===== src/rtl/csa_pkg.sv =====
// Shared types and constants for the stream cipher controller.
package csa_pkg;

  typedef enum logic [2:0] {
    IDLE = 3'd0,
    LOAD = 3'd1,
    INIT = 3'd2,
    GEN  = 3'd3,
    HOLD = 3'd4
  } state_t;

  localparam int GEN_ROUNDS = 32;
  localparam int KS_W       = 64;

endpackage


===== src/rtl/ks_packer.sv =====
// Keystream collector: shifts 2-bit core output pairs in MSB-first.
module ks_packer
  import csa_pkg::*;
(
  input  logic            clk,
  input  logic            rst,
  input  logic            clr,
  input  logic            shift_en,
  input  logic [1:0]      bits_in,
  output logic [KS_W-1:0] data_out
);

  always_ff @(posedge clk) begin
    if (rst || clr) data_out <= '0;
    else if (shift_en) data_out <= {data_out[KS_W-3:0], bits_in};
  end

endmodule


===== src/rtl/stream_cipher_ctrl.sv =====
// Sequencer for a stream cipher core: key load, init rounds, keystream block generation.
// Optional block handshake counter enabled with `define CSA_CTRL_BLK_CNT_EN.
module stream_cipher_ctrl
  import csa_pkg::*;
#(
  parameter int ROUNDS_PER_BYTE = 4
) (
  input  logic            clk,
  input  logic            rst,
  input  logic            start_init,
  input  logic            start_gen,
  input  logic [KS_W-1:0] init_block,
  output logic            idle,
  output logic            core_load,
  output logic            core_en,
  output logic            core_init,
  output logic [7:0]      core_din,
  input  logic [1:0]      core_bits,
  output logic [KS_W-1:0] ks_data,
  output logic            ks_valid,
  input  logic            ks_ready,
  output logic            err
`ifdef CSA_CTRL_BLK_CNT_EN
  ,
  output logic [15:0]     blk_cnt
`endif
);

  localparam int INIT_ROUNDS = 8 * ROUNDS_PER_BYTE;
  localparam int MAX_ROUNDS  = (INIT_ROUNDS > GEN_ROUNDS) ? INIT_ROUNDS : GEN_ROUNDS;
  localparam int CNT_W       = (MAX_ROUNDS > 8) ? $clog2(MAX_ROUNDS) : 3;

  state_t            state, state_nx;
  logic [CNT_W-1:0]  rnd_cnt;
  logic [CNT_W-1:0]  byte_idx;
  logic [KS_W-1:0]   init_q;
  logic              init_done;
  logic              err_q;
  logic              acc_init, acc_gen, rej_gen, last_rnd;

  // start_init has priority; start_gen needs a completed init to be valid
  always_comb begin
    acc_init = (state == IDLE) && start_init;
    acc_gen  = (state == IDLE) && start_gen && !start_init && init_done;
    rej_gen  = (state == IDLE) && start_gen && !start_init && !init_done;
    last_rnd = ((state == INIT) && (rnd_cnt == CNT_W'(INIT_ROUNDS - 1))) ||
               ((state == GEN)  && (rnd_cnt == CNT_W'(GEN_ROUNDS - 1)));
  end

  always_ff @(posedge clk) begin
    if (rst) state <= IDLE;
    else     state <= state_nx;
  end

  always_comb begin
    state_nx  = state;
    idle      = 1'b0;
    core_load = 1'b0;
    core_en   = 1'b0;
    core_init = 1'b0;
    ks_valid  = 1'b0;
    case (state)
      IDLE: begin
        idle = 1'b1;
        if (acc_init)     state_nx = LOAD;
        else if (acc_gen) state_nx = GEN;
      end
      LOAD: begin
        core_load = 1'b1;
        state_nx  = INIT;
      end
      INIT: begin
        core_en   = 1'b1;
        core_init = 1'b1;
        if (last_rnd) state_nx = GEN;
      end
      GEN: begin
        core_en = 1'b1;
        if (last_rnd) state_nx = HOLD;
      end
      HOLD: begin
        ks_valid = 1'b1;
        if (ks_ready) state_nx = IDLE;
      end
      default: state_nx = IDLE;
    endcase
  end

  // One counter serves both phases; it returns to zero on each phase's last round
  always_ff @(posedge clk) begin
    if (rst)          rnd_cnt <= '0;
    else if (core_en) rnd_cnt <= last_rnd ? '0 : rnd_cnt + CNT_W'(1);
  end

  always_ff @(posedge clk) begin
    if (rst)           init_q <= '0;
    else if (acc_init) init_q <= init_block;
  end

  always_ff @(posedge clk) begin
    if (rst)                                init_done <= 1'b0;
    else if (state == LOAD)                 init_done <= 1'b0;
    else if ((state == INIT) && last_rnd)   init_done <= 1'b1;
  end

  always_ff @(posedge clk) begin
    if (rst) err_q <= 1'b0;
    else     err_q <= rej_gen;
  end

  assign err      = err_q;
  assign byte_idx = rnd_cnt / CNT_W'(ROUNDS_PER_BYTE);

  // Byte 0 is the most significant byte of the latched init block
  always_comb begin
    core_din = '0;
    if (state == INIT) begin
      for (int b = 0; b < 8; b++)
        if (byte_idx == CNT_W'(b)) core_din = init_q[KS_W-1-8*b -: 8];
    end
  end

  ks_packer u_packer (
    .clk      (clk),
    .rst      (rst),
    .clr      (state == LOAD),
    .shift_en (state == GEN),
    .bits_in  (core_bits),
    .data_out (ks_data)
  );

`ifdef CSA_CTRL_BLK_CNT_EN
  always_ff @(posedge clk) begin
    if (rst || acc_init)          blk_cnt <= '0;
    else if (ks_valid && ks_ready) blk_cnt <= blk_cnt + 16'd1;
  end
`endif

endmodule


===== config.mk =====
export PLATFORM = sky130hd
export DESIGN_NAME = stream_cipher_ctrl
export DESIGN_NICKNAME = d
export VERILOG_FILES = /design/src/rtl/csa_pkg.sv /design/src/rtl/ks_packer.sv /design/src/rtl/stream_cipher_ctrl.sv
export SDC_FILE = /design/constraint.sdc
export NUM_CORES = 1
export LEC_CHECK = 0
export CORE_MARGIN = 5
export CORE_UTILIZATION = 43
export CTS_CLUSTER_SIZE = 25
export DETAILED_ROUTE_END_ITERATION = 8
export PLACE_DENSITY = 0.75
export SETUP_SLACK_MARGIN = 0.15
export SKIP_LAST_GASP = 1
export SLEW_MARGIN = 25
export SYNTH_ARGS = -nofsm -noshare
export SYNTH_HDL_FRONTEND = slang
export SYNTH_SLANG_ARGS = --single-unit

===== constraint.sdc =====
create_clock -name clk -period 1.6 [get_ports clk]
set_input_delay 0.32 -clock clk [delete_from_list [all_inputs] [get_ports clk]]
set_output_delay 0.32 -clock clk [all_outputs]
set_load 0.05 [all_outputs]

==> flow_summary.yaml <==
timing:
  hold_viol: 0
  period_share_pct: 140.6
  fin_skew_ps: 19.56
  slew_headroom_pct: 66.66
  final.min_clock_period_ps: 2250
  rsz0062_at_grt: "true"
  final.setup.worst_slack_ps: -649.9
  setup_viol: 132
  final-max-slew-violation-count: 0
  worstMarginPinSlew_ps: 500.1
  max_freq_mhz: 444.5
grt:
  grt-ovfl-total: 0
  grt_start_max_net_pins: 74
  track_usage_pct: 24.12
  grt_pass1_vias: 5459
  antenna_found_initial: 0
  grt_first_pass_wirelength_um: 27990
yosys:
  ys_async_sr_fraction_pct: 0
  syn_inst: 709
  synthesis.nets: 782
  syn_area_um2: 5562
  synth-edff-count: 0
  synth_ff_type: "dfxtp_1"
  ys_warn_count: 0
  yosysSeqAreaShare_pct: 49.67
  avgSynthCellArea_um2: 7.844
  synth_seq_cells: 138
  ys_types: 39
power_and_ir_drop:
  pwr-share-clk_pct: 39.8
  switching_share_pct: 29.44
  p_per_area_nw_per_um2: 938.5
  p_comb_share_pct: 23.6
  leakage_nw: 4.534
  ir_drop_mv: 0.8225
  pwr-share-seq_pct: 36.6
  power.total_w: 0.01032
  intPower_w: 0.007280
  power.switching_w: 0.003037
clock_tree:
  clock_sinks: 138
  cts_buffers: 17
  cts_tree: "yes"
  path_clk_slew_ps: 60
  root_buffer: "clkbuf_16"
  ctsHoldBuffers: 0
  insertion_delay_ps: 440
  clockBufferDepth: 2
  htreeDepth: 4
detailed_routing:
  wl_per_cell_um: 24.98
  drtIter0Drc: 537
  vias: 6559
  drt-pass1-iter-count: 6
  drtAntennaViolNets: 0
  via_per_inst: 5.952
  drc: 0
  drt-total-wl_um: 27530
floorplan:
  ios: 149
  start_util_pct: 43.89
  rows: 41
  dieHeight_um: 123.7
  core_um2: 12670
  die_w_um: 123.7
  die_area_um2: 15310
final_layout:
  n_antenna_cell: 0
  fin_area_um2: 10990
  final_core_util_pct: 86.76
  nets: 991
  syn2layout_area_growth_pct: 97.66
  final_cell_mix: "dfxtp_1 (133), nand2_4 (128), a21oi_2 (124), nand2_1 (100), buf_4 (82)"
  drive_gt1_share_pct: 59.35
  fin_cells: 1102
  layout_commonest_cell: "dfxtp_1"
placement:
  place_congestion: 0.9072
  placed_cells: 1003
  dp_hpwl_um: 11130
  placedInstanceArea_um2: 7420
  place.port_buffers: 148
setup_path:
  path_class: "register to primary output"
  path_cells: "buf_6 > buf_16 > o21ai_1 > o21ai_1 > a21oi_2 > nor2_4 > buf_12"
  crit_path_max_incr_delay_ps: 380
  r2r-start: "state[1]"
  cp-startpoint: "rnd_cnt[2]"
  crit_top_cell: "o21ai_1"
  arrival_ps: 1930
  crit_slowest_cell: "dfxtp_4"
  path_buf_inv: 3
  start_kind: "register"
  cp-end-kind: "primary output"
  crit_family: "compound AO/OA/AOI/OAI gates"
  cp.required_ps: 1280
  path_max_fanout: 7
outcome:
  outcome: "finished with violations"
  violations: "setup timing"
worst_hold_path:
  hp-start: "u_packer.data_out[62]"
  hold_class: "register to register"
flow_run:
  cap_violations: 0
## synth_stat cells, types with 3 or more instances
cell	n	area, µm²
nand3_1	3	15.01
clkbuf_1	26	97.59
buf_6	13	146.4
a21oi_1	140	700.7
nand2_1	263	987.2
nor2b_1	4	25.02
dfxtp_1	138	2763
mux2i_1	24	240.2
nand2b_1	3	18.77
buf_4	5	37.54
buf_2	12	60.06
o21ai_0	22	110.1
inv_1	3	11.26
o22ai_1	6	37.54
nor2_1	16	60.06
## cell type report
class                           instances  area (µm²)
Clock buffer                           20       456.7
Clock inverter                         11       146.4
Fill cell                             525        1678
Inverter                                4       22.52
Multi-Input combinational cell        512        4290
Sequential cell                       138        2776
Tap cell                              172       215.2
Timing Repair Buffer                  245        3085
## registers in the layout, indices dropped and copies added (netlist names)
name	flops
err	1
init_done	1
init_q	64
rnd_cnt	5
state	3
u_packer.data_out	64
## timing repair
action | 4_1_cts | 5_1_grt
setup endpoints to repair | 60 | 141
gates cloned | 10 | 23
pin swaps | 13 | 244
setup buffers | 12 | 23
resized for setup | 47 | 474
## power by group through the flow
stage          clock (W)  sequential, W  combinational [W]
6_report         0.00410        0.00378            0.00244
5_1_grt          0.00428        0.00378            0.00250
4_1_cts          0.00402        0.00368            0.00146
3_5_place_dp           0        0.00376            0.00111
3_3_place_gp           0        0.00376            0.00108
2_1_floorplan          0        0.00371           0.000712
## logic make-up (layout without fill, tap and decap cells)
group	count (synthesis)	count (layout)	share of synthesized area (%)
AND/OR/NAND/NOR	307	308	22.41
AO/OA/AOI/OAI	178	178	16.74
flip-flops	138	138	49.67
buffers and inverters	60	280	6.412
multiplexers	24	24	4.319
adder cells (fa/ha/maj)	2	2	0.4499
## per-stage QoR
| stage | worst slack [ps] | hold slack, ps | TNS, ps |
|---|---|---|---|
| final | -649.9 | 456.8 | -11650 |
| after global routing | -655.4 | 457.6 | -15610 |
| after CTS | -488.2 | 382.7 | -4325 |
| after detailed placement | -137.8 | 448.2 | -864.4 |
| after global placement | -81.58 | 446.2 | -264.4 |
| after floorplan | -32.40 | 431.5 | -1939 |
## per-layer routing
layer / vias up / global-route usage [%] / wire length [µm]
met5: - / 0 / 0
met4: 0 / 16.61 / 2257
met3: 186 / 6.994 / 2317
met2: 439 / 39.41 / 13480
met1: 3146 / 27.06 / 9468
li1: 2788 / - / -
## path summary, 6_finish.rpt
path | to | slack [ps] | depth (start not counted)
worst max-delay path | core_din[1] | -650 | 7
worst min-delay path | u_packer.data_out[62] | 460 | 2
worst max register to register | init_q[28] | -120 | 10
worst min register to register | u_packer.data_out[62] | 460 | 2
## tightest hold or removal path: stages (launching register included)
cell,delay (ps)
dfxtp_1,310
nand2_1,50
a21oi_1,50
Power figures use the tool's default switching activity.
